**src/rtl/jtag_dbg_pkg.sv**
```systemverilog
// jtag_dbg_pkg: shared constants and helpers for the JTAG debug DR bridge.
//   CH_LEN_W          width of one per-channel DR length field
//   MAX_CH            largest supported channel count
//   IROUT_*_BIT       bit positions of the status returned on IR capture
//   len_of()          extracts one channel's DR length from the packed table
package jtag_dbg_pkg;

  localparam int CH_LEN_W          = 8;
  localparam int MAX_CH            = 16;
  localparam int IROUT_VALID_BIT   = 0;
  localparam int IROUT_OVERRUN_BIT = 1;

  // The length table is passed zero-extended to MAX_CH entries so one
  // function serves every N_CH.
  function automatic logic [CH_LEN_W-1:0] len_of(
    input logic [MAX_CH*CH_LEN_W-1:0] ch_len,
    input int unsigned                ch
  );
    return ch_len[ch*CH_LEN_W +: CH_LEN_W];
  endfunction

endpackage

```
**src/rtl/jtag_dbg_tck_sync.sv**
```systemverilog
// jtag_dbg_tck_sync: brings raw TCK into the clk domain and flags its rising
// edge for exactly one clk cycle.
//   clk         system clock
//   jrst_n      asynchronous active-low reset
//   i_tck       raw TCK, treated as data
//   o_tck_rise  one-cycle pulse, 2..3 clk after a TCK rising edge
module jtag_dbg_tck_sync (
  input  logic clk,
  input  logic jrst_n,
  input  logic i_tck,
  output logic o_tck_rise
);

  logic r_meta;
  logic r_sync;
  logic r_hist;

  always_ff @(posedge clk or negedge jrst_n) begin
    if (!jrst_n) begin
      r_meta <= 1'b0;
      r_sync <= 1'b0;
      r_hist <= 1'b0;
    end else begin
      r_meta <= i_tck;
      r_sync <= r_meta;
      r_hist <= r_sync;
    end
  end

  assign o_tck_rise = r_sync & ~r_hist;

endmodule

```
**src/rtl/jtag_dbg_dr_bridge.sv**
```systemverilog
// jtag_dbg_dr_bridge: virtual-JTAG DR bridge to the on-chip debug logic.
// N_CH data registers of individual length (CH_LEN); IR values >= N_CH select
// a 1-bit bypass register. Completed DR updates go out over valid/ready.
// All state is on clk; TCK is oversampled.
//
// Optional feature macro: JTAG_DBG_OVERRUN_EN
//   defined   - an update arriving while the previous one is still pending is
//               dropped and the sticky overrun flag is set
//   undefined - the pending update is overwritten in place, overrun reads 0
//
// Ports:
//   clk, jrst_n           system clock, async active-low reset
//   i_tck, i_tdi          raw TCK and TDI from the hub
//   i_ena, i_usr1         node select, 1 = IR scan
//   i_vj_cdr/sdr/udr/uir  hub capture/shift/update-DR and update-IR levels
//   i_ir_in               new instruction
//   i_cap_data            per-channel capture values, channel 0 in LSBs
//   i_upd_ready           CPU side accepts the pending update
//   o_tdo                 test data out
//   o_ir_out              status on IR capture {0.., overrun, upd_valid}
//   o_upd_valid/ch/data   pending update
//   o_overrun             sticky dropped-update flag
module jtag_dbg_dr_bridge
  import jtag_dbg_pkg::*;
#(
  parameter int                         N_CH   = 4,
  parameter int                         IR_W   = 4,
  parameter int                         DR_W   = 38,
  parameter logic [N_CH*CH_LEN_W-1:0]   CH_LEN = {4{8'd38}}
) (
  input  logic                 clk,
  input  logic                 jrst_n,
  input  logic                 i_tck,
  input  logic                 i_tdi,
  input  logic                 i_ena,
  input  logic                 i_usr1,
  input  logic                 i_vj_cdr,
  input  logic                 i_vj_sdr,
  input  logic                 i_vj_udr,
  input  logic                 i_vj_uir,
  input  logic [IR_W-1:0]      i_ir_in,
  input  logic [N_CH*DR_W-1:0] i_cap_data,
  input  logic                 i_upd_ready,
  output logic                 o_tdo,
  output logic [IR_W-1:0]      o_ir_out,
  output logic                 o_upd_valid,
  output logic [IR_W-1:0]      o_upd_ch,
  output logic [DR_W-1:0]      o_upd_data,
  output logic                 o_overrun
);

  localparam int                   LEN_VEC_W = MAX_CH * CH_LEN_W;
  localparam logic [LEN_VEC_W-1:0] CH_LEN_X  = LEN_VEC_W'(CH_LEN);
  localparam logic [IR_W:0]        N_CH_V    = (IR_W + 1)'(N_CH);

  logic [IR_W-1:0]     r_ir;
  logic [IR_W-1:0]     r_ir_out;
  logic [DR_W-1:0]     r_sr;
  logic                r_upd_valid;
  logic [IR_W-1:0]     r_upd_ch;
  logic [DR_W-1:0]     r_upd_data;

  logic                w_tck_rise;
  logic                w_act;
  logic                w_do_uir;
  logic                w_dr_en;
  logic                w_do_udr;
  logic                w_do_cdr;
  logic                w_do_sdr;
  logic                w_bypass;
  logic [IR_W-1:0]     w_ch_idx;
  logic [CH_LEN_W-1:0] w_len;
  logic [DR_W-1:0]     w_mask;
  logic [DR_W-1:0]     w_cap;
  logic [DR_W-1:0]     w_shift;
  logic                w_upd_req;
  logic                w_upd_load;
  logic                w_overrun;
  logic [IR_W-1:0]     w_status;

  jtag_dbg_tck_sync u_tck_sync (
    .clk        (clk),
    .jrst_n     (jrst_n),
    .i_tck      (i_tck),
    .o_tck_rise (w_tck_rise)
  );

  // Hub fault guard: only the highest-priority level acts (uir > udr > cdr > sdr).
  // IR update needs only ena; DR actions are additionally blocked by usr1.
  assign w_act    = w_tck_rise & i_ena;
  assign w_do_uir = w_act & i_vj_uir;
  assign w_dr_en  = w_act & ~i_usr1 & ~i_vj_uir;
  assign w_do_udr = w_dr_en & i_vj_udr;
  assign w_do_cdr = w_dr_en & ~i_vj_udr & i_vj_cdr;
  assign w_do_sdr = w_dr_en & ~i_vj_udr & ~i_vj_cdr & i_vj_sdr;

  // Bypass is a 1-bit register; channel index is forced to 0 there so the
  // table and capture lookups never run out of range.
  assign w_bypass = {1'b0, r_ir} >= N_CH_V;
  assign w_ch_idx = w_bypass ? '0 : r_ir;
  assign w_len    = w_bypass ? CH_LEN_W'(1) : len_of(CH_LEN_X, int'(w_ch_idx));

  always_comb begin
    w_mask = '0;
    for (int i = 0; i < DR_W; i++) begin
      w_mask[i] = (i < int'(w_len));
    end
  end

  assign w_cap   = w_bypass ? '0 : (i_cap_data[int'(w_ch_idx)*DR_W +: DR_W] & w_mask);
  // TDI enters at bit len-1; masking also clears stale upper bits left over
  // from a longer channel selected before an IR change without capture.
  assign w_shift = ((r_sr >> 1) | (DR_W'(i_tdi) << (w_len - CH_LEN_W'(1)))) & w_mask;

  always_ff @(posedge clk or negedge jrst_n) begin
    if (!jrst_n) begin
      r_ir <= '0;
    end else if (w_do_uir) begin
      r_ir <= i_ir_in;
    end
  end

  always_ff @(posedge clk or negedge jrst_n) begin
    if (!jrst_n) begin
      r_sr <= '0;
    end else if (w_do_cdr) begin
      r_sr <= w_cap;
    end else if (w_do_sdr) begin
      r_sr <= w_shift;
    end
  end

  assign w_upd_req = w_do_udr & ~w_bypass;

`ifdef JTAG_DBG_OVERRUN_EN
  logic r_overrun;
  logic w_upd_free;
  logic w_upd_drop;

  assign w_upd_free = ~r_upd_valid | i_upd_ready;
  assign w_upd_load = w_upd_req & w_upd_free;
  assign w_upd_drop = w_upd_req & ~w_upd_free;

  // Writing all ones to IR is the only software way to clear the flag.
  always_ff @(posedge clk or negedge jrst_n) begin
    if (!jrst_n) begin
      r_overrun <= 1'b0;
    end else if (w_do_uir && (i_ir_in == '1)) begin
      r_overrun <= 1'b0;
    end else if (w_upd_drop) begin
      r_overrun <= 1'b1;
    end
  end

  assign w_overrun = r_overrun;
`else
  // Latest update wins: a blocked update replaces the pending one in place.
  assign w_upd_load = w_upd_req;
  assign w_overrun  = 1'b0;
`endif

  always_ff @(posedge clk or negedge jrst_n) begin
    if (!jrst_n) begin
      r_upd_valid <= 1'b0;
      r_upd_ch    <= '0;
      r_upd_data  <= '0;
    end else if (w_upd_load) begin
      r_upd_valid <= 1'b1;
      r_upd_ch    <= r_ir;
      r_upd_data  <= r_sr;
    end else if (r_upd_valid && i_upd_ready) begin
      r_upd_valid <= 1'b0;
    end
  end

  always_comb begin
    w_status                    = '0;
    w_status[IROUT_VALID_BIT]   = r_upd_valid;
    w_status[IROUT_OVERRUN_BIT] = w_overrun;
  end

  always_ff @(posedge clk or negedge jrst_n) begin
    if (!jrst_n) begin
      r_ir_out <= '0;
    end else if (w_tck_rise) begin
      r_ir_out <= w_status;
    end
  end

  assign o_tdo       = r_sr[0];
  assign o_ir_out    = r_ir_out;
  assign o_upd_valid = r_upd_valid;
  assign o_upd_ch    = r_upd_ch;
  assign o_upd_data  = r_upd_data;
  assign o_overrun   = w_overrun;

endmodule
```
**config.mk**
```make
export PLATFORM = sky130hd
export DESIGN_NAME = jtag_dbg_dr_bridge
export DESIGN_NICKNAME = d
export VERILOG_FILES = /design/src/rtl/jtag_dbg_pkg.sv /design/src/rtl/jtag_dbg_tck_sync.sv /design/src/rtl/jtag_dbg_dr_bridge.sv
export SDC_FILE = /design/constraint.sdc
export NUM_CORES = 1
export LEC_CHECK = 0
export BUFFER_PORTS_ARGS = -buffer_cell sky130_fd_sc_hd__buf_2
export CAP_MARGIN = 15
export CORE_AREA = 2 2 132 134
export DETAILED_ROUTE_END_ITERATION = 8
export DIE_AREA = 0 0 134 136
export GPL_TIMING_DRIVEN = 1
export PLACE_DENSITY_LB_ADDON = 0.05
export SLEW_MARGIN = 30
export SYNTH_ARGS = -nofsm -noshare
export SYNTH_HDL_FRONTEND = slang
export SYNTH_SLANG_ARGS = --single-unit
```
**constraint.sdc**
```tcl
create_clock -name clk -period 1.7 [get_ports clk]
set_input_delay 0.17 -clock clk [delete_from_list [all_inputs] [get_ports clk]]
set_output_delay 0.17 -clock clk [all_outputs]
set_load 0.02 [all_outputs]
```
Word-level counts from Yosys, hierarchy flattened:

Cells that the tools add are included.

* reduce and logical (&&, ||, !) cells: 3
* shifts and indexed selects: 3
* $lt $le $gt $ge: 39
* multiplexer cells: 7
* bitwise operators: 20
* multiply operators: 1
* add/sub/neg operators: 1

Operators with widths (number)
* indexed part select 152 x 11 -> 38 bit: 1
* < comparator 5 x 8 -> 1 bit, first input constant: 16
* indexed part select 128 x 8 -> 8 bit, first input constant: 1
* two-way mux 38 bit: 3
* AND 38 bit: 2
* < comparator 4 x 8 -> 1 bit, first input constant: 8
* < comparator 6 x 8 -> 1 bit, first input constant: 6
* bitwise OR 37 x 38 -> 38 bit: 1
* left shift 1 x 8 -> 38 bit: 1
* < comparator 3 x 8 -> 1 bit, first input constant: 4
* < comparator 1 x 8 -> 1 bit, first input constant: 2
* < comparator 2 x 8 -> 1 bit, first input constant: 2
* AND 1 bit: 11
* multiplier 4 x 5 -> 9 bit, second input constant: 1
* two-way mux 8 bit: 1
* subtractor 8 x 1 -> 8 bit, second input constant: 1
* NOT 1 bit: 6
* >= comparator 4 x 3 -> 1 bit, second input constant: 1
* two-way mux 4 bit: 1
* nonzero test 2 bit: 2
* two-way mux 1 bit: 2
* logical AND 1 bit: 1

* logic and storage cells: 83
* register bits: 89
* input bits: 167
* output and inout port bits: 49

Logic depth before layout (Yosys ltp):

* word-level depth: 10
* depth in mapped cells: 7

Hierarchy:

Synthesis repeated with hierarchy kept, for this count alone.

* cell total of the unflattened synthesis: 376
* area total of the unflattened synthesis: 4685.7 um2

By module, submodules not included
* jtag_dbg_dr_bridge: cells each 372, instances 1, area an instance 4596.9 um2, seq. area each 2152.1 um2
* jtag_dbg_tck_sync: cells each 4, instances 1, area an instance 88.8 um2, seq. area each 75.1 um2

Worst setup path before layout:

No wires, ideal clock.

* path kind: reg2reg
* start: register r_ir[3]
* end: register r_sr[37]
* stages on the path, launching flop included: 7
* period minus slack after synthesis: 1.595 ns
* setup slack: 0.105 ns
* arrival: 1.460 ns
* buffers on the path: 0
* path through: dfrtp_1 nor2_1 inv_1 ha_1 a41o_1 a32oi_1 o21ai_1

* cells in the longest elaborated chain, start to end: 10
* elaborated cells between the ends (all ways): 15

RTL lines
* start, declared: line jtag_dbg_dr_bridge.sv:56 `logic [IR_W-1:0] r_ir;`
* start signal, assigned: line jtag_dbg_dr_bridge.sv:119 `r_ir <= i_ir_in;`
* branches (longest 9 deep; another with multiplier 4 x 5 -> 9 bit)
* two-way mux 38 bit (*): line jtag_dbg_dr_bridge.sv:126 `end else if (w_do_cdr) begin`
* end signal, assigned: line jtag_dbg_dr_bridge.sv:127 `r_sr <= w_cap;`
* end signal, assigned: line jtag_dbg_dr_bridge.sv:129 `r_sr <= w_shift;`
* end, declared: line jtag_dbg_dr_bridge.sv:58 `logic [DR_W-1:0] r_sr;`

Every way passes the cells marked *. The select of a mux whose other input is x is not followed.
A chain may end at the register's enable or synchronous reset.

Worst setup path after layout:

Same ends and word-level chain as after synthesis.

==> results_dict.tcl <==
set metrics [dict create \
    synthToLayoutAreaGrowth_pct 36.0 \
    synth_cell_types 42 \
    yosys-top-cells-count "dfrtp_1 (89), mux2_2 (44), o21ai_0 (41), nand2_1 (35), mux2i_1 (32)" \
    cts_buffer_depth 2 \
    async_flop_share_pct 100 \
    die_h_um 136 \
    crit_type "flop to flop" \
    clk_latency_ns 0.34 \
    cp.required_ns 1.92 \
    vdd_ir_drop_max_mv 0.526 \
    multi_input_area_mm2 0.00244 \
    final_net_count 822 \
    grt_pass1_vias 4363 \
    max_stage_delay_ns 0.42 \
    core-area_mm2 0.0169 \
    globalplace.congestion 0.802 \
    tns_ns 0 \
    clock_sinks 89 \
    cts_tree "done" \
    vias_per_cell 4.71 \
    antenna_found_initial 2 \
    yosysSeqAreaShare_pct 45.3 \
    dieArea_mm2 0.0182 \
    drive_gt1_share_pct 51.1 \
    cp_max_fo 5 \
    leakage_uw 0.00335 \
    maxCapViolCount 0 \
    outcome "finished clean" \
    start_util_pct 29.2 \
    hold_violations 0 \
    fin_crit_sh_pct 94.9 \
    p_per_area_mw_per_mm2 964 \
    arrival_ns 1.83 \
    hold_path_class "input pin to flop" \
    synth_top_cell_area_share_pct 45.3 \
    yosys_warnings 0 \
    postSynthCellCount 431 \
    critical_path.slowest_cell "dfrtp_1" \
    grt_overflow 0 \
    max_freq_mhz 620 \
    rsz0062_at_grt "no" \
    remaining_drc_errors 0 \
    first_pass_iters 4 \
    hpwlAfterDp_mm 11.8 \
    synth_top_flop_cell "dfrtp_1" \
    die_w_um 134 \
    yosys.area.top_type "dfrtp_1" \
    num_vias 4160 \
    synth_seq_cells 89 \
    critical_path.endpoint_type "flop" \
    min_period_ns 1.61 \
    grtUsageTotal_pct 16.9 \
    synth_area_mm2 0.00492 \
    fin_worst_skew_ns 0.00586 \
    grt_pass1_wl_mm 23.6 \
    placementRows 48 \
    htreeDepth 3 \
    cts_inserted_buffers 9 \
    final_util_pct 39.7 \
    ant_nets 0 \
    fillerInstances 1688 \
    avgRoutedWirePerCell_um 17.1 \
    finalWirelength_mm 15.1 \
    synth_edf_count 0 \
    report.final.slew_viol_count 0 \
    finalNonFillerCells 884 \
    setup_viol 0 \
    dp_cells 861 \
    synth.most_common_cell "dfrtp_1" \
    crit_chain "nor2_1 > buf_4 > inv_1 > ha_1 > a41o_1 > a32oi_1 > o21ai_1" \
    drtIter0Drc 189 \
    grt_max_degree 53 \
    root_buffer "clkbuf_16" \
    startpoint_type "flop" \
    avgSynthCellArea_um2 11.4 \
    synthTopCellsByArea "dfrtp_1 (45%), mux2_2 (10%), mux4_2 (9.6%)" \
    pin_count 216 \
    clkTransAtPathRegs_ns 0.06 \
    regArea_mm2 0.00223 \
    io_buffers 211 \
]
## flip-flops by register name, indices dropped and copies added (netlist names)
signal,flops
o_upd_data,38
r_sr,38
o_upd_ch,4
r_ir,4
o_ir_out,1
o_upd_valid,1
u_tck_sync.r_hist,1
u_tck_sync.r_meta,1
u_tck_sync.r_sync,1
## timing repair
action	in CTS	in global routing
resized for setup	1	5
hold buffers	3	0
endpoints found under the setup margin	1	18
endpoints found under the hold margin	27	0
pin swaps	0	2
setup buffers	0	4
## metrics by stage
stage | power, µW | hold WS [ns] | cell area [µm²] | setup WS, ns
global placement | 4300 | 0.133 | 6290 | 0.0693
CTS | 6510 | 0.0582 | 6650 | 0.00484
finish | 6450 | 0.0672 | 6690 | 0.0862
floorplan | 3600 | -0.126 | 4930 | 0.105
global route | 6810 | 0.0653 | 6690 | 0.00562
detailed placement | 4310 | 0.131 | 6290 | 0.00101
## cell usage in the layout (no fill, tap or decap), types with 2 or more instances in the layout
master,netlist,routed
dlygate4sd3_1,0,3
o21ai_1,16,16
buf_6,8,2
conb_1,1,4
buf_4,7,25
nor2_1,18,18
a22oi_1,19,18
mux2_2,44,44
nor3_1,18,18
mux4_2,21,21
clkbuf_16,0,9
dfrtp_1,89,87
clkbuf_8,0,2
a31oi_1,10,10
nor2b_1,4,3
nand2_1,35,35
o21ai_0,41,41
mux2i_1,32,31
inv_1,7,7
bufinv_16,0,2
buf_12,1,5
and2_1,2,2
buf_2,12,210
a21oi_1,19,19
## logic make-up (layout without fill, tap and decap cells)
| group | after synthesis | count (layout) | share of synthesized area [%] |
|---|---|---|---|
| buffers and inverters | 43 | 267 | 5.70 |
| flip-flops | 89 | 89 | 45.3 |
| other | 1 | 5 | 0.0762 |
| multiplexers | 97 | 97 | 26.2 |
| AND/OR/NAND/NOR | 91 | 91 | 9.66 |
| adder cells (fa/ha/maj) | 1 | 1 | 0.254 |
| AO/OA/AOI/OAI | 109 | 109 | 12.9 |
## final cells by class
class,instances,share of cell area [%]
timing repair buffer,245,20.8
tap,225,4.21
sequential,89,33.3
antenna,1,0.0374
multi-input combinational,302,36.4
inverter,7,0.393
clock inverter,3,0.972
clock buffer,12,3.83
## final timing paths
path	start	to	slack (ns)	cells past startpoint
max reg2reg	r_ir[3]	r_sr[37]	0.09	7
min	i_ir_in[1]	r_ir[1]	0.07	2
max	r_ir[3]	r_sr[37]	0.09	7
min reg2reg	u_tck_sync.r_meta	u_tck_sync.r_sync	0.35	0
max in group asynchronous	jrst_n	o_upd_data[18]	0.73	3
min in group asynchronous	jrst_n	r_sr[31]	0.30	2
## per-layer routing
metal / share of wire [%] / wire length [µm] / vias to the layer above / GRT usage, %
met5: 0.046 / 7 / - / 0
met4: 1.1 / 162 / 2 / 4.61
met1: 48 / 7240 / 1957 / 24.0
li1: - / - / 2031 / -
met3: 7.0 / 1050 / 13 / 3.80
met2: 44 / 6620 / 157 / 25.9
## worst max-delay path, delay by kind of cell (launching register included)
family / cells / cell delay (ns)
compound gates: 3 / 0.53
fa+ha+maj: 1 / 0.26
simple gates: 1 / 0.11
buf+inv: 2 / 0.18
flops: 1 / 0.42
## where the power goes
group          leakage [µW]  total, µW  internal [µW]  switching, µW
logic               0.00200       1780            888            893
clock network      0.000159       2160           1360            805
registers           0.00119       2510           2320            192
total               0.00335       6450           4560           1890
Note: power is estimated with default switching activity, not from simulation.
